===== config.mk =====
export PLATFORM = sky130hd
export DESIGN_NAME = save_state_initiator
export DESIGN_NICKNAME = d
export VERILOG_FILES = /design/src/rtl/save_state_initiator.sv
export SDC_FILE = /design/constraint.sdc
export NUM_CORES = 1
export LEC_CHECK = 0
export ABC_CLOCK_PERIOD_IN_PS = 4050
export BUFFER_PORTS_ARGS = -buffer_cell sky130_fd_sc_hd__buf_2
export CORE_AREA = 2 2 145 183
export CTS_CLUSTER_DIAMETER = 150
export DETAILED_ROUTE_END_ITERATION = 10
export DIE_AREA = 0 0 147 185
export GPL_ROUTABILITY_DRIVEN = 0
export PLACE_DENSITY = 0.77
export SLEW_MARGIN = 20
export SYNTH_ARGS = -nofsm -noshare
export SYNTH_HDL_FRONTEND = slang
export SYNTH_SLANG_ARGS = --single-unit

===== constraint.sdc =====
create_clock -name clk_ppu_21_47 -period 4.05 [get_ports clk_ppu_21_47]
set_input_delay 0.81 -clock clk_ppu_21_47 [delete_from_list [all_inputs] [get_ports clk_ppu_21_47]]
set_output_delay 0.81 -clock clk_ppu_21_47 [all_outputs]
set_load 0.01 [all_outputs]

===== src/rtl/save_state_initiator.sv =====
// Save-state bus initiator: streams a header plus WORD_COUNT words of core-local
// state to the save-state controller on a save, and writes them back on a load.
module save_state_initiator #(
  parameter int unsigned WORD_COUNT = 512,
  parameter logic [25:0] ADDR_BASE  = 26'h0,
  parameter logic [31:0] MAGIC      = 32'h4E455331
) (
  input  logic        clk_ppu_21_47,
  input  logic        reset_n,
  input  logic        ss_save,
  input  logic        ss_load,
  output logic        ss_req,
  output logic        ss_rnw,
  output logic [25:0] ss_addr,
  output logic [7:0]  ss_be,
  output logic [63:0] ss_dout,
  input  logic [63:0] ss_din,
  input  logic        ss_ack,
  output logic        ss_busy,
  output logic        core_pause,
  output logic        mem_rd,
  output logic        mem_wr,
  output logic [15:0] mem_addr,
  output logic [63:0] mem_wdata,
  input  logic [63:0] mem_rdata,
  output logic        load_err
);

  // state   | meaning
  // IDLE    | waiting for a save/load start edge
  // S_HDR   | header loaded into ss_dout, raise request once ack is low
  // S_REQ   | save write request outstanding
  // S_ACKLO | save: waiting for ack to drop, then pick next word or finish
  // S_RD    | local memory read strobe
  // S_RDW   | read data returning, latch into ss_dout and request
  // L_REQ   | load read request outstanding
  // L_ACKLO | load: waiting for ack to drop, check header or write word back
  // DONE    | drop busy, back to IDLE
  typedef enum logic [3:0] {
    IDLE, S_HDR, S_REQ, S_ACKLO, S_RD, S_RDW, L_REQ, L_ACKLO, DONE
  } state_t;

  localparam logic [16:0] LAST_IDX = 17'(WORD_COUNT);
  localparam logic [15:0] WC16     = 16'(WORD_COUNT);
  localparam logic [63:0] HEADER   = {MAGIC, 16'h0, WC16};

  state_t      state;
  logic        save_q;
  logic        load_q;
  logic [16:0] idx;
  logic [63:0] cap;
  logic        save_rise;
  logic        load_rise;
  logic        hdr_ok;

  assign save_rise  = ss_save & ~save_q;
  assign load_rise  = ss_load & ~load_q;
  assign hdr_ok     = (cap[63:32] == MAGIC) && (cap[15:0] == WC16);
  assign ss_be      = {8{ss_req}};
  assign ss_addr    = ss_req ? (ADDR_BASE + {6'd0, idx, 3'd0}) : 26'd0;
  assign core_pause = ss_busy;

  always_ff @(posedge clk_ppu_21_47 or negedge reset_n) begin
    if (!reset_n) begin
      state     <= IDLE;
      save_q    <= 1'b0;
      load_q    <= 1'b0;
      idx       <= 17'd0;
      cap       <= 64'd0;
      ss_req    <= 1'b0;
      ss_rnw    <= 1'b0;
      ss_dout   <= 64'd0;
      ss_busy   <= 1'b0;
      mem_rd    <= 1'b0;
      mem_wr    <= 1'b0;
      mem_addr  <= 16'd0;
      mem_wdata <= 64'd0;
      load_err  <= 1'b0;
    end else begin
      save_q   <= ss_save;
      load_q   <= ss_load;
      mem_rd   <= 1'b0;
      mem_wr   <= 1'b0;
      load_err <= 1'b0;
      case (state)
        IDLE: begin
          if (load_rise) begin
            ss_busy <= 1'b1;
            ss_rnw  <= 1'b1;
            ss_req  <= ~ss_ack;
            idx     <= 17'd0;
            state   <= L_REQ;
          end else if (save_rise) begin
            ss_busy <= 1'b1;
            ss_rnw  <= 1'b0;
            ss_dout <= HEADER;
            idx     <= 17'd0;
            state   <= S_HDR;
          end
        end
        S_HDR: begin
          if (!ss_ack) begin
            ss_req <= 1'b1;
            state  <= S_REQ;
          end
        end
        // A request only rises with ack low, so a stuck ack is never taken as completion
        S_REQ: begin
          if (!ss_req) begin
            if (!ss_ack) ss_req <= 1'b1;
          end else if (ss_ack) begin
            ss_req <= 1'b0;
            state  <= S_ACKLO;
          end
        end
        S_ACKLO: begin
          if (!ss_ack) begin
            if (idx == LAST_IDX) begin
              state <= DONE;
            end else begin
              idx      <= idx + 17'd1;
              mem_rd   <= 1'b1;
              mem_addr <= idx[15:0];
              state    <= S_RD;
            end
          end
        end
        S_RD: state <= S_RDW;
        S_RDW: begin
          ss_dout <= mem_rdata;
          ss_req  <= ~ss_ack;
          state   <= S_REQ;
        end
        L_REQ: begin
          if (!ss_req) begin
            if (!ss_ack) ss_req <= 1'b1;
          end else if (ss_ack) begin
            cap    <= ss_din;
            ss_req <= 1'b0;
            state  <= L_ACKLO;
          end
        end
        L_ACKLO: begin
          if (!ss_ack) begin
            if (idx == 17'd0 && !hdr_ok) begin
              load_err <= 1'b1;
              state    <= DONE;
            end else begin
              if (idx != 17'd0) begin
                mem_wr    <= 1'b1;
                mem_addr  <= 16'(idx - 17'd1);
                mem_wdata <= cap;
              end
              if (idx == LAST_IDX) begin
                state <= DONE;
              end else begin
                idx    <= idx + 17'd1;
                ss_req <= 1'b1;
                state  <= L_REQ;
              end
            end
          end
        end
        DONE: begin
          ss_busy <= 1'b0;
          ss_req  <= 1'b0;
          ss_rnw  <= 1'b0;
          state   <= IDLE;
        end
        default: state <= IDLE;
      endcase
    end
  end

endmodule


== Yosys cells after proc, flatten, opt, wreduce, memory -nomap -nowiden ==
Cells that the tools add are included.
Widths: inputs -> output; s select.

* $add $sub $neg: 2
* Equality and inequality tests: 26
* Muxes and demuxes: 53
* Bitwise operators: 6
* Reduce and logical (&&, ||, !) cells: 20

{| class="wikitable"
|+ Operators by type and width
! operator !! number
|-
| $mux 64 || 2
|-
| $pmux 64 s2 || 1
|-
| $mux 17 || 6
|-
| $mux 16 || 5
|-
| $pmux 17 s3 || 1
|-
| $mux 4 || 12
|-
| $eq 32x31->1 const B || 1
|-
| $pmux 16 s2 || 1
|-
| $pmux 4 s8 || 1
|-
| $ne 2x2->1 const B || 14
|-
| $mux 1 || 20
|-
| $mux 20 || 1
|-
| $add 17x1->17 const B || 1
|-
| $eq 17x10->1 const B || 1
|-
| $logic_not 17->1 || 1
|-
| $reduce_bool 17->1 || 1
|-
| $eq 16x10->1 const B || 1
|-
| $eq 4x3->1 const B || 4
|-
| $sub 16x1->16 const B || 1
|-
| $reduce_and 6->1 || 2
|-
| $eq 4x2->1 const B || 2
|-
| $reduce_and 8->1 || 1
|-
| $pmux 1 s6 || 1
|-
| $reduce_and 3->1 || 2
|-
| other kinds (16) || 24
|}

* Bits in registers: 237
* Input port bits: 133
* Output and inout port bits: 185
* Logic and storage cells: 121

== Longest topological paths before layout ==
* Depth after elaboration: 7
* Depth in mapped cells: 10
* Mapped depth without buffers: 8

== Worst setup path after synthesis ==
Ideal clock, no wire load.

* Path kind: reg2reg
* Start point: register idx[0]
* End point: register idx[0]
* Library setup time: 79 ps
* Arrival: 2,466 ps
* Required time: 3,971 ps
* Path slack: 1,505 ps
* Stages on the path, launching flop included: 11
* Buffers on the path: 2
* Clock period less this slack: 2,545 ps
* Path through: dfrtp_1 -> inv_1 -> ha_1 -> or4b_1 -> nor4_4 -> a211oi_1 -> o21ai_2 -> or2_1 -> buf_6 -> buf_8 -> mux2i_1

* Longest elaborated chain between the ends: 5
* Elaborated cells on any way between the ends: 11
* Those cells by class: add/sub: 1; eq/ne: 2; mux: 5; reduce/logical: 3

{| class="wikitable"
|+ RTL lines
! element !! line !! text
|-
| start: declaration || 50 || <nowiki>logic [16:0] idx;</nowiki>
|-
| start signal: assignment || 121 || <nowiki>idx <= idx + 17'd1;</nowiki>
|-
| start signal: assignment || 157 || <nowiki>idx <= idx + 17'd1;</nowiki>
|-
| $add 17x1->17 or $eq 17x10->1 (tied branches) || n/a ||
|-
| $mux 17 || 118, 154 ||
|-
| $mux 17 || 145 || <nowiki>if (idx == 17'd0 && !hdr_ok) begin</nowiki>
|-
| $mux 17 || 144 || <nowiki>if (!ss_ack) begin</nowiki>
|-
| $pmux 17 s3 || 85 || <nowiki>case (state)</nowiki>
|}

Parallel ways exist; a longest one is shown, timed or not. The select of a mux whose other input is x is not followed.
A chain may end at the register's enable or synchronous reset.

== Worst setup path in the final report ==
Ends and elaborated chain as after synthesis.

==> results.md <==
- Status: completed
- Setup TNS: 0 ns
- # port buffers: ~310
- Worst slew margin: 31.64%
- Yosys reg bits: around 240
- Max Fclk: 308.7 MHz
- RSZ-0062 raised after global routing: no
- Largest net degree at the start of global routing: 96
- Synth top area cells: dfrtp_1, mux2_2, a22o_1
- Final setup fails: 0
- # fillers: about 2,300
- Clock latency on the worst-skew pair: 0.53 ns
- Post-synthesis sequential area ratio: 58.84%
- Clock Skew: approximately 0.016 ns
- Cts repair resizes: 0
- Post-route ant nets: 0
- Num rows: between 60 and 70
- Die Y: 185 um
- Post-synth top cells: dfrtp_1, mux2_2, a22o_1
- Post-synth EDFFs: 0
- DIE AREA: 27,200 um2
- H-Tree Depth: 1
- Number of vias per cell: 5.183
- Area grow syn2layout: 25.83%
- YS warnings: 0
- Post-CTS Setup Inserts: 0
- Fin. Hold Viols: 0
- Slack of the critical path: 0.8102 ns
- Routed WL: roughly 26,000 um
- Final period util: 80.00%
- First-pass iteration count of the detailed router: 5
- First-pass GRT wire length: 40,010 um
- Chip width: 147 um
- Top-area cell type share of the netlist area: 58.84%
- Non-Filler Instances: roughly 1,400
- Slew Viols, Final: 0
- Placed Instances: 1,371
- Via count: about 7,400
- Period minus WS final: about 3.2 ns
- Synthesized area: 10,080 um2
- Pleak: 6.604 nW
- GRT overflow: 0
- WS Path Type: flip-flop to flip-flop
- Main flop type after synthesis: dfrtp_1
- Mapped Cells: 781
- Asr flop ratio synth: 100.0%
- HP Class: input port to asynchronous set/reset pin
- Critical path fanouts, max: 17
- CTS Buf Count: 25
- Layout cell share with drive strength beyond 1: between 40% and 50%
- Area leader, netlist: dfrtp_1
- Drt initial violations: 267
- Hold buffer count at cts: 0
- CTS tree: built
- DRC Markers: 0
- Number of global-route vias before repair: 7,425
- I/O pins: 318
- Max_cap viols: 0
- Synth unique cells: 62
- Count leader, synth: dfrtp_1
- Nets: 1,195
- CP Launch Type: flip-flop
- Max Root-Sink Buffers: 3
- CTS clk-pin slew, worst paths: 0.06 ns
- Overall Global Routing Usage: 18.12%
- Initial antenna violation count: 1
- Critical Path RT: 4.49 ns
- Cell area power density: approximately 700 nW/um2
- Least-Margin Pin Slew: 1.023 ns
- Synthesized area per cell: 12.91 um2
- Clk sinks: 237
- Crit. End Element: flip-flop
- Max VDD drop: 0.5023 mV
- Post-DP HPWL: 17,890 um
- Starting Density: 39.37%
- WL per Instance: roughly 18 um
- Pre-CTS WS: around 0.84 ns
- Core Region: around 26,000 um2
- Ant diodes: 0
- Crit path DAT: roughly 3.7 ns
- Root buf cell: clkbuf_16
-- worst max-delay path, stage by stage, from the launching register on --
cell,delay [ns]
dfrtp_1,0.44
inv_1,0.18
ha_1,0.16
or4b_1,0.53
nor4_4,0.27
o311ai_4,0.22
a21oi_4,0.47
or2_1,0.60
mux2i_1,0.27
-- flip-flops by register name, indices dropped and copies added, names as in the netlist --
name and flops:
save_q 1, load_err 1, core_pause 1, load_q 1
state 4, mem_wr 1, mem_addr 16, idx 17
mem_rd 1, ss_rnw 1, cap 64, ss_dout 64
mem_wdata 64, ss_req 1
-- cell families after synthesis --
group / share of synthesized area, %
muxes: 14.40
AOI/OAI and AO/OA: 11.93
and+or+nand+nor: 9.024
adders and majority gates: 0.3724
other: 0.03720
xor gates and xnor gates: 1.130
buffers and inverters: 4.270
DFF: 58.84
-- layer usage --
metal	part of all wire (%)	global-route usage, %	routed length [um]
met2	52	32.17	13220
met5	0.043	0	11
met4	2.1	4.885	535
met1	38	21.50	9857
met3	7.8	5.369	1994
-- power by group --
part / internal [mW] / switching (mW)
Combinational: 1.31 / 1.37
Clock: 1.41 / 0.942
Sequential: 3.21 / 0.607
Total: 5.93 / 2.92
-- placed cells by master, fill, tap and decap left out, drive strengths merged, types with 17 or more instances in the layout --
cell type and instances:
buf 318, dfrtp 237, mux2 128, a22o 49
nand2 34, clkbuf 34, o21ai 26, nor2 25
and2 21, o22a 17
-- through the flow --
stage          total power, mW  hold slack, ns  utilization, %  instance area [um2]
2_1_floorplan            5.460          0.4627               -                10110
3_3_place_gp             6.429          0.4565           46.10                11800
3_5_place_dp             6.540          0.4653           46.10                11800
4_1_cts                  8.940          0.3221           49.42                12650
5_1_grt                  9.385          0.3698           49.55                12680
6_report                 8.847          0.3153           49.55                12680
-- final timing paths --
check,startpoint,end,slack (ns),cells after the start
worst min register to register,mem_addr[9]$_DFFE_PN0P_,mem_addr[9]$_DFFE_PN0P_,0.47,2
min in group clk_ppu_21_47,ss_save,save_q$_DFF_PN0_,0.42,1
worst min-delay path,reset_n,mem_addr[7]$_DFFE_PN0P_,0.32,1
max in group asynchronous,reset_n,save_q$_DFF_PN0_,2.81,2
worst max register to register,idx[0]$_DFFE_PN0P_,idx[0]$_DFFE_PN0P_,0.81,8
worst max-delay path,idx[0]$_DFFE_PN0P_,idx[0]$_DFFE_PN0P_,0.81,8
-- cell type report --
| cell class | count | area, um2 | area share, % |
|---|---|---|---|
| inverter | 11 | 41.29 | 0.3255 |
| clock inverter | 12 | 151.4 | 1.194 |
| clock buffer | 34 | 699.4 | 5.514 |
| timing repair buffer | 318 | 1672 | 13.18 |
| sequential | 237 | 5931 | 46.76 |
| tap | 340 | 425.4 | 3.354 |
| multi-input combinational | 466 | 3764 | 29.67 |
Note: power is estimated with default switching activity, not from simulation.
